==> config.mk <==
export PLATFORM = sky130hd
export DESIGN_NAME = shift_sequencer_flat
export DESIGN_NICKNAME = d
export VERILOG_FILES = /design/src/rtl/shift_sequencer_pkg.sv /design/src/rtl/shift_sequencer_if.sv /design/src/rtl/shift_sequencer_shift_register.sv /design/src/rtl/shift_sequencer.sv /design/src/flat_wrapper.sv
export SDC_FILE = /design/constraint.sdc
export NUM_CORES = 1
export LEC_CHECK = 0
export CELL_PAD_IN_SITES_DETAIL_PLACEMENT = 1
export CELL_PAD_IN_SITES_GLOBAL_PLACEMENT = 1
export CORE_UTILIZATION = 35
export CTS_CLUSTER_DIAMETER = 150
export DETAILED_ROUTE_END_ITERATION = 8
export GPL_TIMING_DRIVEN = 0
export PLACE_DENSITY_LB_ADDON = 0.1
export SYNTH_ARGS = -nofsm -noshare
export SYNTH_HDL_FRONTEND = slang
export SYNTH_SLANG_ARGS = --single-unit
==> constraint.sdc <==
create_clock -name clk -period 1.6 [get_ports clk]
set_input_delay 0.48 -clock clk [delete_from_list [all_inputs] [get_ports clk]]
set_output_delay 0.48 -clock clk [all_outputs]
set_load 0.02 [all_outputs]
==> src/rtl/shift_sequencer_pkg.sv <==
// Shared types and constants for the shift sequencer: FSM encoding,
// shift directions and the datapath/length limits.
package shift_sequencer_pkg;

   localparam int WIDTH   = 8;
   localparam int LEN_W   = 4;
   localparam int MAX_LEN = 8;

   typedef enum logic [1:0] {
      IDLE  = 2'd0,
      LOAD  = 2'd1,
      SHIFT = 2'd2,
      DONE  = 2'd3
   } state_e;

   localparam logic DIR_RIGHT = 1'b0;
   localparam logic DIR_LEFT  = 1'b1;

   // Requests longer than the register width would only shift in ser_in again.
   function automatic logic [LEN_W-1:0] clamp_len(input logic [LEN_W-1:0] req);
      return (req > LEN_W'(MAX_LEN)) ? LEN_W'(MAX_LEN) : req;
   endfunction

endpackage

==> src/rtl/shift_sequencer_if.sv <==
// Command handshake, serial stream and completion signals of the sequencer.
interface shift_sequencer_if;
   import shift_sequencer_pkg::*;

   logic             cmd_valid;
   logic             cmd_ready;
   logic [WIDTH-1:0] cmd_data;
   logic             cmd_dir;
   logic [LEN_W-1:0] cmd_len;
   logic             ser_in;
   logic             bit_valid;
   logic             bit_out;
   logic             busy;
   logic             done;
   logic [WIDTH-1:0] result;

   modport master (
      output cmd_valid, cmd_data, cmd_dir, cmd_len, ser_in,
      input  cmd_ready, bit_valid, bit_out, busy, done, result
   );

   modport slave (
      input  cmd_valid, cmd_data, cmd_dir, cmd_len, ser_in,
      output cmd_ready, bit_valid, bit_out, busy, done, result
   );

endinterface

==> src/rtl/shift_sequencer_shift_register.sv <==
// 8-bit load/shift register: mode=1 loads, mode=0 with en shifts one place
// in the selected direction, otherwise the contents hold.
module shift_register
   import shift_sequencer_pkg::*;
(
   input  logic             clk,
   input  logic             reset,
   input  logic             mode,
   input  logic             en,
   input  logic             dir,
   input  logic             serialIn,
   input  logic [WIDTH-1:0] parallelIn,
   output logic [WIDTH-1:0] state
);

   logic [WIDTH-1:0] state_q;
   logic [WIDTH-1:0] state_d;
   logic [WIDTH-1:0] shl;
   logic [WIDTH-1:0] shr;

   // Each bit takes its neighbour; the vacated end takes serialIn.
   generate
      for (genvar gi = 0; gi < WIDTH; gi++) begin : g_bit
         if (gi == 0) begin : g_lsb
            assign shl[gi] = serialIn;
            assign shr[gi] = state_q[gi+1];
         end else if (gi == WIDTH-1) begin : g_msb
            assign shl[gi] = state_q[gi-1];
            assign shr[gi] = serialIn;
         end else begin : g_mid
            assign shl[gi] = state_q[gi-1];
            assign shr[gi] = state_q[gi+1];
         end
      end
   endgenerate

   always_comb begin
      state_d = state_q;
      if (mode) begin
         state_d = parallelIn;
      end else if (en) begin
         state_d = (dir == DIR_LEFT) ? shl : shr;
      end
   end

   always_ff @(posedge clk) begin
      if (reset) begin
         state_q <= '0;
      end else begin
         state_q <= state_d;
      end
   end

   assign state = state_q;

endmodule

==> src/rtl/shift_sequencer.sv <==
// Accepts one load-then-shift command, drives the shift register through
// LOAD/SHIFT/DONE, streams departing bits and reports the final contents.
module shift_sequencer
   import shift_sequencer_pkg::*;
(
   input  logic              clk,
   input  logic              reset,
   shift_sequencer_if.slave  bus
);

   state_e           state_q, state_d;
   logic [LEN_W-1:0] len_q, len_d;
   logic             dir_q, dir_d;
   logic [WIDTH-1:0] data_q, data_d;

   logic             sr_mode;
   logic             sr_en;
   logic [WIDTH-1:0] sr_state;

   shift_register u_sr (
      .clk        (clk),
      .reset      (reset),
      .mode       (sr_mode),
      .en         (sr_en),
      .dir        (dir_q),
      .serialIn   (bus.ser_in),
      .parallelIn (data_q),
      .state      (sr_state)
   );

   always_comb begin
      state_d       = state_q;
      len_d         = len_q;
      dir_d         = dir_q;
      data_d        = data_q;
      sr_mode       = 1'b0;
      sr_en         = 1'b0;
      bus.cmd_ready = 1'b0;
      bus.busy      = 1'b1;
      bus.done      = 1'b0;
      bus.bit_valid = 1'b0;
      bus.bit_out   = 1'b0;
      bus.result    = '0;

      case (state_q)
         IDLE: begin
            bus.cmd_ready = 1'b1;
            bus.busy      = 1'b0;
            if (bus.cmd_valid) begin
               data_d  = bus.cmd_data;
               dir_d   = bus.cmd_dir;
               len_d   = clamp_len(bus.cmd_len);
               state_d = LOAD;
            end
         end
         LOAD: begin
            sr_mode = 1'b1;
            state_d = (len_q == '0) ? DONE : SHIFT;
         end
         SHIFT: begin
            sr_en         = 1'b1;
            bus.bit_valid = 1'b1;
            bus.bit_out   = (dir_q == DIR_LEFT) ? sr_state[WIDTH-1] : sr_state[0];
            len_d         = len_q - LEN_W'(1);
            // The <= guard keeps a corrupted zero count from wrapping to 15 shifts.
            if (len_q <= LEN_W'(1)) begin
               state_d = DONE;
            end
         end
         DONE: begin
            bus.done   = 1'b1;
            bus.result = sr_state;
            state_d    = IDLE;
         end
         default: begin
            state_d = IDLE;
         end
      endcase
   end

   always_ff @(posedge clk) begin
      if (reset) begin
         state_q <= IDLE;
         len_q   <= '0;
         dir_q   <= DIR_RIGHT;
         data_q  <= '0;
      end else begin
         state_q <= state_d;
         len_q   <= len_d;
         dir_q   <= dir_d;
         data_q  <= data_d;
      end
   end

endmodule

==> src/flat_wrapper.sv <==
// flat-port wrapper written by rule: the top's interface ports become plain ports
module shift_sequencer_flat import shift_sequencer_pkg::*;
  (clk, reset, bus_cmd_valid, bus_cmd_data, bus_cmd_dir, bus_cmd_len, bus_ser_in, bus_cmd_ready, bus_bit_valid, bus_bit_out, bus_busy, bus_done, bus_result);
  shift_sequencer_if bus_i ();
  input  logic clk;
  input  logic reset;
  input wire logic [$bits(bus_i.cmd_valid)-1:0] bus_cmd_valid;
  input wire logic [$bits(bus_i.cmd_data)-1:0] bus_cmd_data;
  input wire logic [$bits(bus_i.cmd_dir)-1:0] bus_cmd_dir;
  input wire logic [$bits(bus_i.cmd_len)-1:0] bus_cmd_len;
  input wire logic [$bits(bus_i.ser_in)-1:0] bus_ser_in;
  output wire logic [$bits(bus_i.cmd_ready)-1:0] bus_cmd_ready;
  output wire logic [$bits(bus_i.bit_valid)-1:0] bus_bit_valid;
  output wire logic [$bits(bus_i.bit_out)-1:0] bus_bit_out;
  output wire logic [$bits(bus_i.busy)-1:0] bus_busy;
  output wire logic [$bits(bus_i.done)-1:0] bus_done;
  output wire logic [$bits(bus_i.result)-1:0] bus_result;
  assign bus_i.cmd_valid = bus_cmd_valid;
  assign bus_i.cmd_data = bus_cmd_data;
  assign bus_i.cmd_dir = bus_cmd_dir;
  assign bus_i.cmd_len = bus_cmd_len;
  assign bus_i.ser_in = bus_ser_in;
  assign bus_cmd_ready = bus_i.cmd_ready;
  assign bus_bit_valid = bus_i.bit_valid;
  assign bus_bit_out = bus_i.bit_out;
  assign bus_busy = bus_i.busy;
  assign bus_done = bus_i.done;
  assign bus_result = bus_i.result;
  shift_sequencer u_core (.clk(clk), .reset(reset), .bus(bus_i));
endmodule
==> reports/metrics.csv <==
metric,value,unit
finalMaxSlewViolations,0,
min_from,u_core.data_q[6],
fin_crit_sh,1.15,
path_buf_inv,4,
power_frac_seq,0.323,
crit_top_cell,buf_6,
ys_ff_latch,23,
nNetsFinal,225,
fmax,543,MHz
die_x,61.6,um
routabilityCongestion,0.737,
drive_above_1_share,0.254,
drt-total-wl,3720,um
slew_headroom,0.658,
place_hpwl,2620,um
grt_pass1_vias,1221,
synth_fp_nets,182,
startpoint_type,register,
final_core_util,0.545,
antenna_found_initial,0,
vias,1243,
route.detailed.drc,0,
setup.worst_path.start,u_core.state_q[0],
drv_cap,0,
p_leak,0.689,nW
yosysSeqAreaShare,0.371,
finalPower,2.49,mW
grt_max_degree,13,
grt_usage,0.214,
clock-sinks,23,
clock_latency,300,ps
synthTopCellsByArea,"dfxtp_1 (37%), a21oi_1 (10%), mux2i_1 (8.9%)",
swShare,0.406,
timing.rr.start,u_core.state_q[0],
status,"complete, but fails checks",
fp.coreArea,3360,um^2
drt-initial-drc-count,28,
ant_nets,0,
synthCells,159,
num_antenna_cells,0,
internal_power,1.48,mW
crit_path_max_incr_delay,390,ps
powerDensity,1360,nW/um^2
syn2layout_area_growth,47.6,%
htreeDepth,1,
boundaryPins,30,
wire_per_inst,15.1,um
hold_path_class,reg -> reg,
worst_slack,-242,ps
crit_family,buffers and inverters,
critPathMaxFanout,2,
final_hold_viol_count,0,
p_sw,1.01,mW
die_area,3790,um^2
synth_largest_area_cell,dfxtp_1,
grt-ovfl-total,0,
tightestPinTransition,513,ps
path_depth,6,
grt_pass1_wl,5780,um
required,1120,ps
hold_depth,2,
combPwrFrac,0.567,
final_common_cell,a21oi_1,
setup_tns,-1920,ps
path_clk_slew,130,ps
tritoncts,done,
period_minus_slack,1840,ps
routed_via_density,5.03,
layout_common_cells,"a21oi_1 (23), nand2_1 (21), dfxtp_1 (21), clkdlybuf4s50_1 (16), nor2_1 (12)",
rsz0062_at_grt,true,
slowest_stage,dfxtp_4,
placement.io_buffers,29,
path_class,reg -> out,
ir_worst_vdd,539,uV
cts_buffer_depth,2,
syn_area,1240,um^2
cp_cell_sequence,inv_4 > ha_4 > buf_6 > clkinvlp_4 > nor2_4 > buf_6,
die_h,61.6,um
arrival,1360,ps
hold_ws,480,ps
dr.pass1.iters,4,
violations,negative setup slack,
num_rows,21,
synth.distinct_cells,22,
dp.cells,234,
start_util,0.369,
cts_inserted_buffers,3,
synth_top_area_frac,0.371,
layout.cells.non_filler,247,
synth.avg_cell_area,7.81,um^2
cp-end-kind,output pin,
yosysWarnings,0,
setup_viol,14,
fin_worst_skew,2.18,ps
cts_root_buffer,clkbuf_4,
reg2regPathDepth,8,
p_clk_frac,0.110,
flip-flops by register name (all words and copies together) (netlist names):
signal and count:
u_core.data_q 8, u_core.u_sr.state 8, u_core.len_q 4, u_core.state_q 2, u_core.dir_q 1
cell families (layout without fill, tap and decap cells):
group	after synthesis	count (layout)	share of synthesized area
AOI/OAI and AO/OA	41	41	0.185
adders and majority gates	6	6	0.0605
buffers and inverters	16	58	0.0534
DFF	23	23	0.371
muxes	11	11	0.0887
and+or+nand+nor	62	62	0.241
through the flow:
stage	setup WS, ps	area [um^2]
after floorplan	37.3	1250
after CTS	-245	1720
after global placement	-504	1600
after global routing	-286	1830
after detailed placement	-571	1600
final	-242	1830
layer usage:
metal	track usage	up-vias	wire [um]
met5	0	-	0
met4	0.0571	0	16
met3	0.0336	2	120
met2	0.379	23	1870
met1	0.269	596	1720
li1	-	622	-
repair_timing:
action | CTS | global route
endpoints found under the hold margin | 0 | 0
pin swaps | 3 | 3
gates resized for setup | 77 | 24
buffers inserted | 5 | 4
setup endpoints to repair | 26 | 23
hold buffers | 0 | 0
worst reg2reg max path: stages (launching register included):
cell and delay (ps):
dfxtp_4 390, inv_4 60, buf_4 120, ha_4 180, buf_6 130, mux2i_4 300, nor3_1 90, a21oi_1 150
a21oi_1 80
layout make-up:
cell class | instances | area (um^2)
multi-input combinational | 120 | 830
inverter | 8 | 36.3
tap | 46 | 57.6
clock buffer | 4 | 26.3
fill | 438 | 1530
buffer | 8 | 51.3
sequential | 23 | 468
timing repair buffer | 38 | 363
power by group through the flow:
stage / sequential (mW) / clock [mW] / combinational [mW]
2_1_floorplan: 0.745 / 0 / 0.698
3_3_place_gp: 0.770 / 0 / 0.958
3_5_place_dp: 0.776 / 0 / 1.00
4_1_cts: 0.794 / 0.288 / 1.22
5_1_grt: 0.818 / 0.311 / 1.53
6_report: 0.804 / 0.273 / 1.41
cells in the mapped netlist, drive strengths merged:
cell / count
a211o: 1
a21oi: 25
a31o: 1
a32o: 1
and2: 9
buf: 5
clkbuf: 3
dfxtp: 23
ha: 6
inv: 8
mux2i: 11
nand2: 22
nand2b: 12
nand3: 1
nand4: 1
nand4b: 1
nor2: 13
nor3: 2
o21ai: 4
o22ai: 8
o31ai: 1
or3: 1
path summary, 6_finish.rpt:
path                       to  slack, ps
max               bus_bit_out       -240
min          u_core.data_q[6]        480
max reg2reg   u_core.len_q[0]          0
min reg2reg  u_core.data_q[6]        480
(Power assumes the default switching activity.)
